==> config.mk <==
export PLATFORM = sky130hd
export DESIGN_NAME = priority_dc_buf
export DESIGN_NICKNAME = d
export VERILOG_FILES = /design/src/rtl/priority_cd_pkg.sv /design/src/rtl/onehot_dec.sv /design/src/rtl/priority_dc_buf.sv
export SDC_FILE = /design/constraint.sdc
export NUM_CORES = 1
export LEC_CHECK = 0
export CORE_UTILIZATION = 52
export DETAILED_ROUTE_END_ITERATION = 16
export PLACE_DENSITY = 0.76
export REMOVE_ABC_BUFFERS = 1
export SYNTH_ARGS = -nofsm -noshare
export SYNTH_HDL_FRONTEND = slang
export SYNTH_SLANG_ARGS = --single-unit
==> constraint.sdc <==
create_clock -name clk -period 1.5 [get_ports clk]
set_input_delay 0.45 -clock clk [delete_from_list [all_inputs] [get_ports clk]]
set_output_delay 0.45 -clock clk [all_outputs]
set_load 0.01 [all_outputs]
==> src/rtl/priority_cd_pkg.sv <==
`default_nettype none
// ============================================================================
// Module      : priority_cd_pkg
// Description : Shared occupancy-state type and parameter check for the
//               index-to-one-hot grant buffer.
// Revision    : 1.0
// ============================================================================
package priority_cd_pkg;

  typedef enum logic [1:0] {
    EMPTY = 2'd0,
    ONE   = 2'd1,
    FULL  = 2'd2
  } occ_e;

  localparam int c_fifo_depth = 2;

  function automatic bit onehot_width_ok(input int width);
    return width >= 2;
  endfunction

endpackage
`default_nettype wire

==> src/rtl/onehot_dec.sv <==
`default_nettype none
// ============================================================================
// Module      : onehot_dec
// Description : Combinational binary-index to one-hot decoder with an
//               out-of-range flag for non-power-of-two widths.
// Revision    : 1.0
// ============================================================================
module onehot_dec #(
  parameter int  OUT_WIDTH = 8,
  localparam int IN_WIDTH  = $clog2(OUT_WIDTH)
) (
  input  logic                 i_en,
  input  logic [IN_WIDTH-1:0]  i_idx,
  output logic [OUT_WIDTH-1:0] o_onehot,
  output logic                 o_err
);

  // One extra bit so OUT_WIDTH itself is representable for the range compare.
  localparam logic [IN_WIDTH:0] c_limit = (IN_WIDTH + 1)'(OUT_WIDTH);

  logic [IN_WIDTH:0] w_idx_ext;
  logic              w_in_range;

  always_comb begin
    w_idx_ext  = {1'b0, i_idx};
    w_in_range = (w_idx_ext < c_limit);
    o_err      = i_en && !w_in_range;
    o_onehot   = '0;
    for (int i = 0; i < OUT_WIDTH; i++) begin
      o_onehot[i] = i_en && (w_idx_ext == (IN_WIDTH + 1)'(i));
    end
  end

endmodule
`default_nettype wire

==> src/rtl/priority_dc_buf.sv <==
`default_nettype none
// ============================================================================
// Module      : priority_dc_buf
// Description : Decodes a handshaked index into a one-hot grant and holds it
//               in a 2-entry in-order skid FIFO with registered outputs.
// Revision    : 1.0
// ============================================================================
module priority_dc_buf
  import priority_cd_pkg::*;
#(
  parameter int  OUT_WIDTH = 8,
  localparam int IN_WIDTH  = $clog2(OUT_WIDTH)
) (
  input  logic                 clk,
  input  logic                 rst,
  input  logic                 in_valid,
  output logic                 in_ready,
  input  logic                 in_en,
  input  logic [IN_WIDTH-1:0]  in,
  output logic                 out_valid,
  input  logic                 out_ready,
  output logic [OUT_WIDTH-1:0] out,
  output logic                 err
);

  localparam int c_entry_w = OUT_WIDTH + 1;

  generate
    if (!onehot_width_ok(OUT_WIDTH)) begin : g_width_check
      $error("priority_dc_buf: OUT_WIDTH must be at least 2");
    end
  endgenerate

  occ_e                 state_q, state_d;
  logic                 wr_ptr_q, wr_ptr_d;
  logic                 rd_ptr_q, rd_ptr_d;
  logic [c_entry_w-1:0] mem_q [c_fifo_depth];
  logic [c_entry_w-1:0] mem_d [c_fifo_depth];

  logic [OUT_WIDTH-1:0] w_dec_onehot;
  logic                 w_dec_err;
  logic                 w_push;
  logic                 w_pop;

  onehot_dec #(
    .OUT_WIDTH (OUT_WIDTH)
  ) u_dec (
    .i_en     (in_en),
    .i_idx    (in),
    .o_onehot (w_dec_onehot),
    .o_err    (w_dec_err)
  );

  assign in_ready     = (state_q != FULL);
  assign out_valid    = (state_q != EMPTY);
  assign {err, out}   = mem_q[rd_ptr_q];

  always_comb begin
    w_push   = in_valid && in_ready;
    w_pop    = out_valid && out_ready;
    state_d  = state_q;
    wr_ptr_d = wr_ptr_q;
    rd_ptr_d = rd_ptr_q;
    mem_d    = mem_q;

    // Push and pop never target the same slot: pointers only coincide in
    // EMPTY (no pop) and FULL (no push).
    if (w_push) begin
      mem_d[wr_ptr_q] = {w_dec_err, w_dec_onehot};
      wr_ptr_d        = ~wr_ptr_q;
    end
    // Clearing the popped slot keeps out/err at zero once the buffer drains.
    if (w_pop) begin
      mem_d[rd_ptr_q] = '0;
      rd_ptr_d        = ~rd_ptr_q;
    end

    case (state_q)
      EMPTY: begin
        if (w_push) state_d = ONE;
      end
      ONE: begin
        if (w_push && !w_pop)      state_d = FULL;
        else if (!w_push && w_pop) state_d = EMPTY;
      end
      FULL: begin
        if (w_pop) state_d = ONE;
      end
      default: state_d = EMPTY;
    endcase
  end

  always_ff @(posedge clk or posedge rst) begin
    if (rst) begin
      state_q  <= EMPTY;
      wr_ptr_q <= 1'b0;
      rd_ptr_q <= 1'b0;
      for (int i = 0; i < c_fifo_depth; i++) begin
        mem_q[i] <= '0;
      end
    end else begin
      state_q  <= state_d;
      wr_ptr_q <= wr_ptr_d;
      rd_ptr_q <= rd_ptr_d;
      for (int i = 0; i < c_fifo_depth; i++) begin
        mem_q[i] <= mem_d[i];
      end
    end
  end

endmodule
`default_nettype wire

==> metrics <==
Critical Path AT=1.33 ns; cell mode on critical path=buf_6; initial antenna violation count=0; synth-to-layout area growth=31.2%; Ports=19; yosys warns=0; reg2reg start=state_q[1]; Routed Antenna Nets=0; Worst Skew=0.0147 ns; syn_area_per_cell=10.5 um2; CTS Buf Count=3; #FFs+latches synth=22; failing checks=setup timing; CTS tree=done; Slew Limit Headroom=76.0%; Distinct cells, synth=29; CP max FO=5; worst-path cell chain=buf_6 -> mux2_4 -> buf_6; status=finished, violations left; final worst slack=-0.281 ns; Fmax=562 MHz; largest net degree at the start of global routing=23; Power Total=1910 uW; DR iter-0 viols=12; Clock Tree Buf Depth=2; final setup violation count=11; Initial DRT Pass Iterations=4; P_leak=0.000718 uW; Worst Tran Pin Value=0.360 ns; RSZ-0062 raised after global routing=yes; port bufs=18; post-synthesis sequential area ratio=44.2%; layout filler cell count=180; Hold Path Class=primary input to asynchronous set/reset pin; flop2flop setup slack=0.03 ns; synth top area cells=dfrtp_1, mux2_2, o21ai_0; vias in the first global route=1,086; Post-CTS Hold Fix Bufs=0; Power Density=1170 nW/um2; Starting Density=55.8%; Mapped Cells=119; Post-layout nets=164; drt wl/cell=16.2 um; residual DRC count=0; Final Core Density=73.2%; largest stage delay on the critical path=0.44 ns; post-layout min period=1.78 ns; gr usage total=25.9%; WS Path Type=register to primary output; CTS root buf=clkbuf_4; Clock Latency Late Sink=0.33 ns; maximum VDD drop=0.955 mV; startpoint type of the worst setup path=register; crit share post-route=119%; # diodes=0; grt ovf=0; Worst EP required=1.05 ns; largest area contributor in the netlist=dfrtp_1; hpwl dp=1880 um; die extent in y=51.0 um; clk slew on worst S/H paths=0.14 ns; DRT Wirelength=2970 um; detailed-route via count=1,067; top cell type's share of synthesized area=44.2%; DR vias/cell=5.83; first-pass GRT wire length=4860 um; Crit. Startpoint=rd_ptr_q; CP Capture Type=primary output; Max Cap Viol=0; layout cells sized above 1=42.6%; reg2reg path depth=6; count of pins over their slew limit=0; Placer Congestion=0.778; CTS H-tree lvls=1; Final Hold Vio Count=0; die width=51.0 um; Slowest cell on crit path=dfrtp_2; Synth Cell Area=1250 um2; Row Count=17; CTS Sinks=22; die area=2600 um2; Core ar.=2230 um2
-- per-layer routing --
metal	wire length (um)	GRT usage, %
met1	1320	31.5
met2	1440	43.0
met3	131	3.57
met4	82	15.7
met5	0	0
-- synth_stat cells, drive strengths merged --
cell    number
nor3b        1
or2          1
nand2        2
o21ai       19
nand3       16
dfrtp       22
nor4b        1
inv          2
and4         1
nor2b        3
and4bb       3
and4b        3
and3         1
buf          7
mux2         9
nand2b       1
and2         1
o22ai        1
a21oi       19
nor2         4
xnor2        2
-- registers in the layout, indices dropped and copies added, names as in the netlist --
register / flops
mem_q: 18
state_q: 2
rd_ptr_q: 1
wr_ptr_q: 1
-- path summary, 6_finish.rpt --
| path | end |
|---|---|
| setup / recovery | out[1] |
| hold / removal | mem_q[3] |
| setup reg to reg | mem_q[1] |
| hold reg to reg | mem_q[17] |
| max in group asynchronous | mem_q[0] |
| min in group clk | mem_q[17] |
-- power breakdown --
| part | total, uW | internal, uW | leakage [uW] | switching [uW] |
|---|---|---|---|---|
| clock network | 348 | 149 | 0.0000210 | 199 |
| logic | 821 | 414 | 0.000400 | 407 |
| registers | 737 | 677 | 0.000297 | 59.8 |
| total | 1910 | 1240 | 0.000718 | 666 |
-- cell families after synthesis --
group | Yosys count | synth area share (%)
AOI/OAI and AO/OA | 39 | 18.2
and+or+nand+nor | 38 | 21.5
muxes | 9 | 8.13
xor gates and xnor gates | 2 | 1.41
buffers and inverters | 9 | 6.63
DFF | 22 | 44.2
-- final cells by class --
class	count	area, um2	area share [%]
tap	28	35.0	2.14
multi-input combinational	88	633	38.7
clock buffer	4	36.3	2.22
sequential	22	552	33.7
timing repair buffer	39	364	22.3
inverter	2	15.0	0.918
-- worst max-delay path, delay by kind of cell (launching register included) --
kind	cells	cell delay (ns)
buffers and inverters	2	0.26
DFF	1	0.44
muxes	1	0.30
-- repair_timing --
action,in CTS,in global routing
resized for setup,62,5
buffers inserted,5,3
pin swaps,1,1
endpoints found under the setup margin,11,20
-- cells in the final DEF (no fill, tap or decap), drive strengths merged --
cell and n:
buf 32, dfrtp 22, o21ai 19, a21oi 19, nand3 16, mux2 9
clkdlybuf4s50 7, clkbuf 4, nor2 4, and4b 3, and4bb 3, nor2b 3
nand2 2, xnor2 2, inv 2, nor3b 1, o22ai 1, and4 1
nand2b 1, nor4b 1, or2 1, and3 1, and2 1
-- through the flow --
stage	setup TNS [ns]	setup slack, ns	instance area [um2]	cells	hold WS (ns)
floorplan	0	0.0538	1180	112	0.439
global placement	-6.34	-0.424	1490	171	0.505
detailed placement	-6.91	-0.436	1490	171	0.509
CTS	-2.71	-0.273	1600	180	0.450
global route	-3.21	-0.310	1640	183	0.475
finish	-2.80	-0.281	1640	183	0.440
Note: power is estimated with default switching activity, not from simulation.
